## src/rtl/prog_loader.sv

```systemverilog
// Boot-time program loader: assembles a length/data/checksum byte stream into
// little-endian instruction words and writes them into the core's instruction RAM.
module prog_loader #(
    parameter int ADDR_W = 5,
    parameter int DEPTH  = 32,
    parameter int DATA_W = 32
) (
    input  logic              clk,
    input  logic              rst,
    input  logic              start,
    input  logic              s_valid,
    input  logic [7:0]        s_data,
    output logic              s_ready,
    output logic              mem_we,
    output logic [ADDR_W-1:0] mem_addr,
    output logic [DATA_W-1:0] mem_wdata,
    output logic              core_rst,
    output logic              busy,
    output logic              done,
    output logic              err
);

    typedef enum logic [2:0] {
        S_IDLE,
        S_LEN,
        S_COLLECT,
        S_WRITE,
        S_CHECK,
        S_DONE,
        S_ERROR
    } state_t;

    localparam logic [8:0] DEPTH_9 = 9'(DEPTH);

    state_t              state_q;
    logic [1:0]          byte_idx_q;
    logic [ADDR_W-1:0]   word_idx_q;
    logic [ADDR_W-1:0]   last_idx_q;
    logic [7:0]          csum_q;
    logic                s_ready_q;
    logic                mem_we_q;
    logic [ADDR_W-1:0]   mem_addr_q;
    logic [DATA_W-1:0]   mem_wdata_q;
    logic                core_rst_q;
    logic                busy_q;
    logic                done_q;
    logic                err_q;

    logic                accept;
    logic                len_too_big;
    logic [8:0]          len_minus_one;
    logic [ADDR_W-1:0]   last_from_len;
    logic [23:0]         partial_w;

    assign accept        = s_valid && s_ready_q;
    assign len_too_big   = ({1'b0, s_data} > DEPTH_9);
    assign len_minus_one = {1'b0, s_data} - 9'd1;
    // A length byte of zero stands for a full-depth load.
    assign last_from_len = (s_data == 8'd0) ? ADDR_W'(DEPTH - 1) : ADDR_W'(len_minus_one);

    // Lower three bytes of the word in flight; the top byte is taken straight
    // from the bus on the final accept so the word is ready one cycle earlier.
    generate
        for (genvar gi = 0; gi < 3; gi++) begin : g_lane
            logic [7:0] lane_q;
            always_ff @(posedge clk or posedge rst) begin
                if (rst) begin
                    lane_q <= 8'd0;
                end else if (state_q == S_COLLECT && accept && byte_idx_q == 2'(gi)) begin
                    lane_q <= s_data;
                end
            end
            assign partial_w[8*gi +: 8] = lane_q;
        end
    endgenerate

    always_ff @(posedge clk or posedge rst) begin
        if (rst) begin
            state_q     <= S_IDLE;
            byte_idx_q  <= 2'd0;
            word_idx_q  <= '0;
            last_idx_q  <= '0;
            csum_q      <= 8'd0;
            s_ready_q   <= 1'b0;
            mem_we_q    <= 1'b0;
            mem_addr_q  <= '0;
            mem_wdata_q <= '0;
            core_rst_q  <= 1'b1;
            busy_q      <= 1'b0;
            done_q      <= 1'b0;
            err_q       <= 1'b0;
        end else begin
            mem_we_q <= 1'b0;
            case (state_q)
                S_IDLE, S_DONE, S_ERROR: begin
                    if (start) begin
                        state_q    <= S_LEN;
                        busy_q     <= 1'b1;
                        s_ready_q  <= 1'b1;
                        done_q     <= 1'b0;
                        err_q      <= 1'b0;
                        core_rst_q <= 1'b1;
                    end
                end
                S_LEN: begin
                    if (accept) begin
                        if (len_too_big) begin
                            state_q    <= S_ERROR;
                            s_ready_q  <= 1'b0;
                            busy_q     <= 1'b0;
                            err_q      <= 1'b1;
                            core_rst_q <= 1'b1;
                        end else begin
                            state_q    <= S_COLLECT;
                            last_idx_q <= last_from_len;
                            csum_q     <= s_data;
                            word_idx_q <= '0;
                            byte_idx_q <= 2'd0;
                        end
                    end
                end
                S_COLLECT: begin
                    if (accept) begin
                        csum_q     <= csum_q ^ s_data;
                        byte_idx_q <= byte_idx_q + 2'd1;
                        if (byte_idx_q == 2'd3) begin
                            state_q     <= S_WRITE;
                            s_ready_q   <= 1'b0;
                            mem_we_q    <= 1'b1;
                            mem_addr_q  <= word_idx_q;
                            mem_wdata_q <= {s_data, partial_w};
                        end
                    end
                end
                S_WRITE: begin
                    s_ready_q <= 1'b1;
                    if (word_idx_q == last_idx_q) begin
                        state_q <= S_CHECK;
                    end else begin
                        word_idx_q <= word_idx_q + 1'b1;
                        state_q    <= S_COLLECT;
                    end
                end
                S_CHECK: begin
                    if (accept) begin
                        s_ready_q <= 1'b0;
                        busy_q    <= 1'b0;
                        if (s_data == csum_q) begin
                            state_q    <= S_DONE;
                            done_q     <= 1'b1;
                            core_rst_q <= 1'b0;
                        end else begin
                            state_q    <= S_ERROR;
                            err_q      <= 1'b1;
                            core_rst_q <= 1'b1;
                        end
                    end
                end
                default: state_q <= S_IDLE;
            endcase
        end
    end

    assign s_ready   = s_ready_q;
    assign mem_we    = mem_we_q;
    assign mem_addr  = mem_addr_q;
    assign mem_wdata = mem_wdata_q;
    assign core_rst  = core_rst_q;
    assign busy      = busy_q;
    assign done      = done_q;
    assign err       = err_q;

endmodule

```

## config.mk

```make
export PLATFORM = sky130hd
export DESIGN_NAME = prog_loader
export DESIGN_NICKNAME = d
export VERILOG_FILES = /design/src/rtl/prog_loader.sv
export SDC_FILE = /design/constraint.sdc
export NUM_CORES = 1
export LEC_CHECK = 0
export ABC_AREA = 1
export CORE_AREA = 2 2 79 100
export CTS_CLUSTER_SIZE = 28
export DETAILED_ROUTE_END_ITERATION = 16
export DIE_AREA = 0 0 81 102
export DONT_BUFFER_PORTS = 1
export MAX_ROUTING_LAYER = met4
export PLACE_DENSITY = 0.74
export SYNTH_ARGS = -nofsm -noshare
export SYNTH_HDL_FRONTEND = slang
export SYNTH_SLANG_ARGS = --single-unit
export TNS_END_PERCENT = 30
```

## constraint.sdc

```tcl
create_clock -name clk -period 3.5 [get_ports clk]
set_clock_uncertainty 0.15 [all_clocks]
set_input_delay 0.525 -clock clk [delete_from_list [all_inputs] [get_ports clk]]
set_output_delay 0.525 -clock clk [all_outputs]
set_load 0.01 [all_outputs]
```

# [After elaboration in Yosys (flattened, before gate mapping)]
# Cells that the tools add are included.
[word_totals] regBits=90 input_bits=12 out_inout_bits=43
[op_classes] add_sub_neg=3 magnitude_cmp=1 n_eq_ne=21 mux=45 bitwise_logic=2 reduce_logical=23
[op_table] operator="two-way mux 8 bit" n=3
[op_table] operator="two-way mux 3 bit" n=7
[op_table] operator="two-way mux 5 bit" n=4
[op_table] operator="two-way mux 1 bit" n=18
[op_table] operator="!= test 2 bit, second input constant" n=9
[op_table] operator="case mux 8 bit (2 select lines)" n=1
[op_table] operator="case mux 3 bit (5 select lines)" n=1
[op_table] operator="AND reduction 4 bit" n=3
[op_table] operator="case mux 5 bit (2 select lines)" n=1
[op_table] operator="AND reduction 5 bit" n=2
[op_table] operator="== test 3 bit, second input constant" n=3
[op_table] operator="case mux 1 bit (3 select lines)" n=3
[op_table] operator="== test 8 bit" n=1
[op_table] operator="greater-than comparator 8 x 6 -> 1 bit, second input constant" n=1
[op_table] operator="zero test 8 bit" n=1
[op_table] operator="two-way mux 2 bit" n=4
[op_table] operator="XOR 8 bit" n=1
[op_table] operator="AND reduction 7 bit" n=1
[op_table] operator="== test 3 x 2 -> 1 bit, second input constant" n=2
[op_table] operator="AND reduction 3 bit" n=2
[op_table] operator="AND reduction 6 bit" n=1
[op_table] operator="nonzero test 2 bit" n=3
[op_table] operator="adder 5 x 1 -> 5 bit, second input constant" n=1
[op_table] operator="== test 5 bit" n=1
[op_table] operator="16 further kinds" n=21

# [Longest topological paths before layout]
[depth] depth_word=4 ltp_mapped=12

# [Worst setup path after synthesis]
# OpenSTA, ideal clock, no wires.
[synth_timing] kind="input-to-reg" startpoint="in s_data[0]" endpoint="reg csum_q[0]" setup_time_ns=0.126 arrival_ns=1.588 path_slack_ns=1.636 stages=10 n_path_buf=1 path_cell_list="inv_1 > ha_1 > inv_1 > nor2_1 > nand3_1 > nand2_1 > nand3_2 > nand2_4 > buf_2 > o21ai_0"
[synth_between] elab_chain_cells=3 word_cells_on_any_way=8 cone_classes="1 x order compare; 1 x eq/ne; 4 x mux; 1 x bitwise; 1 x reduce/logical"
[synth_rtl] item="from (decl)" line_no="12" source="input logic [7:0] s_data,"
[synth_rtl] item="greater-than comparator 8 x 6 -> 1 bit (tied with other cells)" line_no="56" source="assign len_too_big = ({1'b0, s_data} > DEPTH_9);"
[synth_rtl] item="!= test 2 bit (no line) (tied with other cells)"
[synth_rtl] item="AND reduction 4 bit (no line) or case mux 8 bit (2 select lines) (tied branches)"
[synth_rtl] item="to (signal assigned)" line_no="116" source="csum_q <= s_data;"
[synth_rtl] item="to (signal assigned)" line_no="124" source="csum_q <= csum_q ^ s_data;"
[synth_rtl] item="to (decl)" line_no="39" source="logic [7:0] csum_q;"
# Several ways; a longest one is shown, not always the timed one. The select of a mux whose other input is x is not followed.
# A chain may end at the register's enable or synchronous reset.

# [Worst setup path in the final report]
[layout_timing] startpoint="reg state_q[0]" endpoint="reg mem_wdata_q[28], in the netlist mem_wdata[28]"
[layout_between] elab_chain_cells=2
[layout_rtl] item="from (decl)" line_no="35" source="state_t state_q;"
[layout_rtl] item="from (signal assigned)" line_no="79" source="state_q <= S_IDLE;"
[layout_rtl] item="from (signal assigned)" line_no="97" source="state_q <= S_LEN;"
[layout_rtl] item="from (signal assigned)" line_no="108" source="state_q <= S_ERROR;"
[layout_rtl] item="== test 3 x 2 -> 1 bit" line_no="94" source="case (state_q)"
[layout_rtl] item="AND reduction 3 bit (no line)"
[layout_rtl] item="to (signal assigned)" line_no="131" source="mem_wdata_q <= {s_data, partial_w};"
[layout_rtl] item="to (decl)" line_no="43" source="logic [DATA_W-1:0] mem_wdata_q;"
# Every way passes these cells.

==> results.sh <==
export IMPL_timing_rr_start="state_q[0]"
export IMPL_cts_root_buf="clkbuf_8"
export IMPL_synthTopCellsByArea="dfrtp_1, nand2_1, o21ai_0"
export IMPL_drt_wl_total_um=8520
export IMPL_reg2reg_depth=8
export IMPL_pwr_share_clk_pct=21.0
export IMPL_ys_seq_area_share_pct=53.1
export IMPL_viasPerCell=5.15
export IMPL_path_max_fanout=50
export IMPL_min_path_type="input pin to flop"
export IMPL_post_synth_top_area_cell="dfrtp_1"
export IMPL_cts_tree="done"
export IMPL_peakVddDrop_uv=487
export IMPL_regArea_sq_mm=0.00225
export IMPL_synth_nets=528
export IMPL_n_antenna_cell=0
export IMPL_cpLargestDelayFamily="simple AND/OR/NAND/NOR gates"
export IMPL_dieArea_sq_mm=0.00826
export IMPL_layout_drive_gt1_share_pct=10.1
export IMPL_drtAntennaViolNets=0
export IMPL_row_count=35
export IMPL_worst_pin_slew_ns=0.859
export IMPL_p_sw_share_pct=40.1
export IMPL_dr_pass1_iters=5
export IMPL_cpMostUsedCell="nor2_8"
export IMPL_r2r_end="mem_wdata[28]"
export IMPL_final_common_cell="nand2_1"
export IMPL_final_util_pct=61.9
export IMPL_rrSetupSlack_ns=1.11
export IMPL_p_seq_share_pct=48.7
export IMPL_fp_dieH_um=102
export IMPL_dp_hpwl_um=6000
export IMPL_drv_slew=0
export IMPL_finalSetupViolations=0
export IMPL_fmax_ghz=0.419
export IMPL_pwr_share_comb_pct=30.3
export IMPL_grtUsageTotal_pct=23.1
export IMPL_cp_required_ns=3.58
export IMPL_netlist_instances=508
export IMPL_gp_congestion=0.852
export IMPL_hold_path_depth=3
export IMPL_p_leak_nw=2.38
export IMPL_drt_iter0_markers=171
export IMPL_wire_per_inst_um=14.1
export IMPL_crit_chain="inv_1, nand3_4, nor2_8, inv_4, nor2_8, inv_2, nand2_1, o21ai_2"
export IMPL_synth_area_sq_mm=0.00424
export IMPL_synth_top_area_share_pct=52.5
export IMPL_area_growth_pct=6.08
export IMPL_vias=3118
export IMPL_slowest_stage="dfrtp_1"
export IMPL_layout_common_cells="nand2_1, dfrtp_1, o21ai_0"
export IMPL_grt_pass1_wl_um=14100
export IMPL_core_area_sq_mm=0.00727
export IMPL_min_period_ns=2.39
export IMPL_clock_latency_ns=0.37
export IMPL_end_kind="flop"
export IMPL_cts_sinks=90
export IMPL_design_area_sq_mm=0.00450
export IMPL_synthDistinctLibCells=32
export IMPL_worstHoldStart="s_data[0]"
export IMPL_ys_ff_latch=90
export IMPL_multi_input_comb_area_sq_mm=0.00171
export IMPL_h_tree_depth=3
export IMPL_avgSynthCellArea_sq_um=8.35
export IMPL_whs_endpoint="last_idx_q[0]"
export IMPL_fillers=652
export IMPL_rsz0062_at_grt="false"
export IMPL_intPower_mw=2.13
export IMPL_cts_resized=0
export IMPL_hold_violations=0
export IMPL_drv_cap=0
export IMPL_start_util_pct=58.3
export IMPL_grt_antenna_before_repair=0
export IMPL_slew_headroom_pct=42.6
export IMPL_dpl_cell_area_sq_mm=0.00428
export IMPL_power_switching_mw=1.42
export IMPL_grt_max_degree=91
export IMPL_status="completed"
export IMPL_cts_clk_slew_worst_paths_ns=0.09
export IMPL_clk_path_buf_depth=2
export IMPL_die_x_um=81
export IMPL_tns_ns=0
export IMPL_ios=55
export IMPL_critical_path_class="flop to flop"
export IMPL_synth_warnings=0
export IMPL_finalCritPeriodShare_pct=68.2
export IMPL_arrival_ns=2.47
export IMPL_overflow=0
export IMPL_crit_path_max_incr_delay_ns=0.48
export IMPL_fin_nets=528
export IMPL_portBuffers=0
export IMPL_worst_setup_path_start_kind="flop"
export IMPL_cp_buffers_inverters=3
export IMPL_drc_errors=0
export IMPL_grt_pass1_vias=2953
export IMPL_numCtsBuffers=9
export IMPL_power_density_mw_per_mm2=790
-- logic make-up (layout without fill, tap and decap cells) --
| logic type | count (synthesis) | after routing | synth area share (%) |
|---|---|---|---|
| buf+inv | 60 | 65 | 6.64 |
| xor+xnor | 5 | 5 | 1.03 |
| flops | 90 | 90 | 53.1 |
| compound gates | 73 | 73 | 9.91 |
| fa+ha+maj | 8 | 8 | 2.54 |
| simple gates | 272 | 272 | 26.8 |
-- synthesized netlist by cell type (all sizes together) --
cell type    n
nand4        2
a21oi        4
o21a         1
dfrtp       89
o21ai       68
or2          1
nand2      221
xnor2        1
dfstp        1
clkinv       1
nand3b       1
xor2         4
nand3       16
nor3b        1
buf         14
nor2        30
ha           7
fa           1
inv         45
-- worst reg2reg max path, delay by kind of cell (launching register included) --
kind,cells,cell delay [ns]
buf+inv,3,0.62
flops,1,0.48
simple gates,4,0.95
compound gates,1,0.06
-- registers in the layout, indices dropped and copies added (netlist names), 2 cells and up --
name and flops:
mem_addr 5, byte_idx_q 2, word_idx_q 5, state_q 3, g_lane.lane_q 24, csum_q 8
mem_wdata 32, last_idx_q 5
-- area by class of cell --
cell class	count	share of cell area (%)
well taps	92	2.56
multi-input cells	358	37.9
flip-flops and latches	90	50.1
clock inverters	7	1.89
repair buffers	3	0.834
clock buffers	9	2.75
inverters	46	3.95
-- power by group through the flow --
stage          clock, mW  combinational, mW  sequential [mW]
4_1_cts            0.756               1.09             1.74
3_5_place_dp           0               1.09             1.75
6_report           0.746               1.08             1.73
2_1_floorplan          0              0.918             1.68
5_1_grt            0.809               1.28             1.78
3_3_place_gp           0               1.05             1.74
-- metal layers --
layer / global-route usage [%] / wire [um]
met5: - / 0
met1: 28.3 / 3600
met2: 37.5 / 4400
met3: 5.04 / 377
met4: 8.60 / 146
-- worst max-delay path by stage --
stage          cells past startpoint  startpoint  slack, ns             to
3_5_place_dp                       8  state_q[0]       1.09  mem_wdata[20]
3_3_place_gp                       8  state_q[0]       1.11  mem_wdata[24]
6_report                           8  state_q[0]       1.11  mem_wdata[28]
5_1_grt                            8  state_q[0]       0.87    mem_addr[0]
2_1_floorplan                      1         rst       0.49           busy
4_1_cts                            8  state_q[0]       1.07  mem_wdata[20]
-- timing repair --
item / 4_1_cts / 5_1_grt
endpoints found under the hold margin: 13 / 0
hold buffers: 1 / 0
buffers inserted: 0 / 0
-- per-stage QoR --
step / total power, mW / hold WS (ns) / std cells / setup slack, ns
CTS: 3.58 / 0.206 / 605 / 1.07
global route: 3.87 / 0.243 / 605 / 0.873
detailed placement: 2.84 / 0.310 / 588 / 1.09
global placement: 2.79 / 0.311 / 588 / 1.11
floorplan: 2.60 / 0.299 / 508 / 0.491
finish: 3.55 / 0.216 / 605 / 1.11
(Power assumes the default switching activity.)
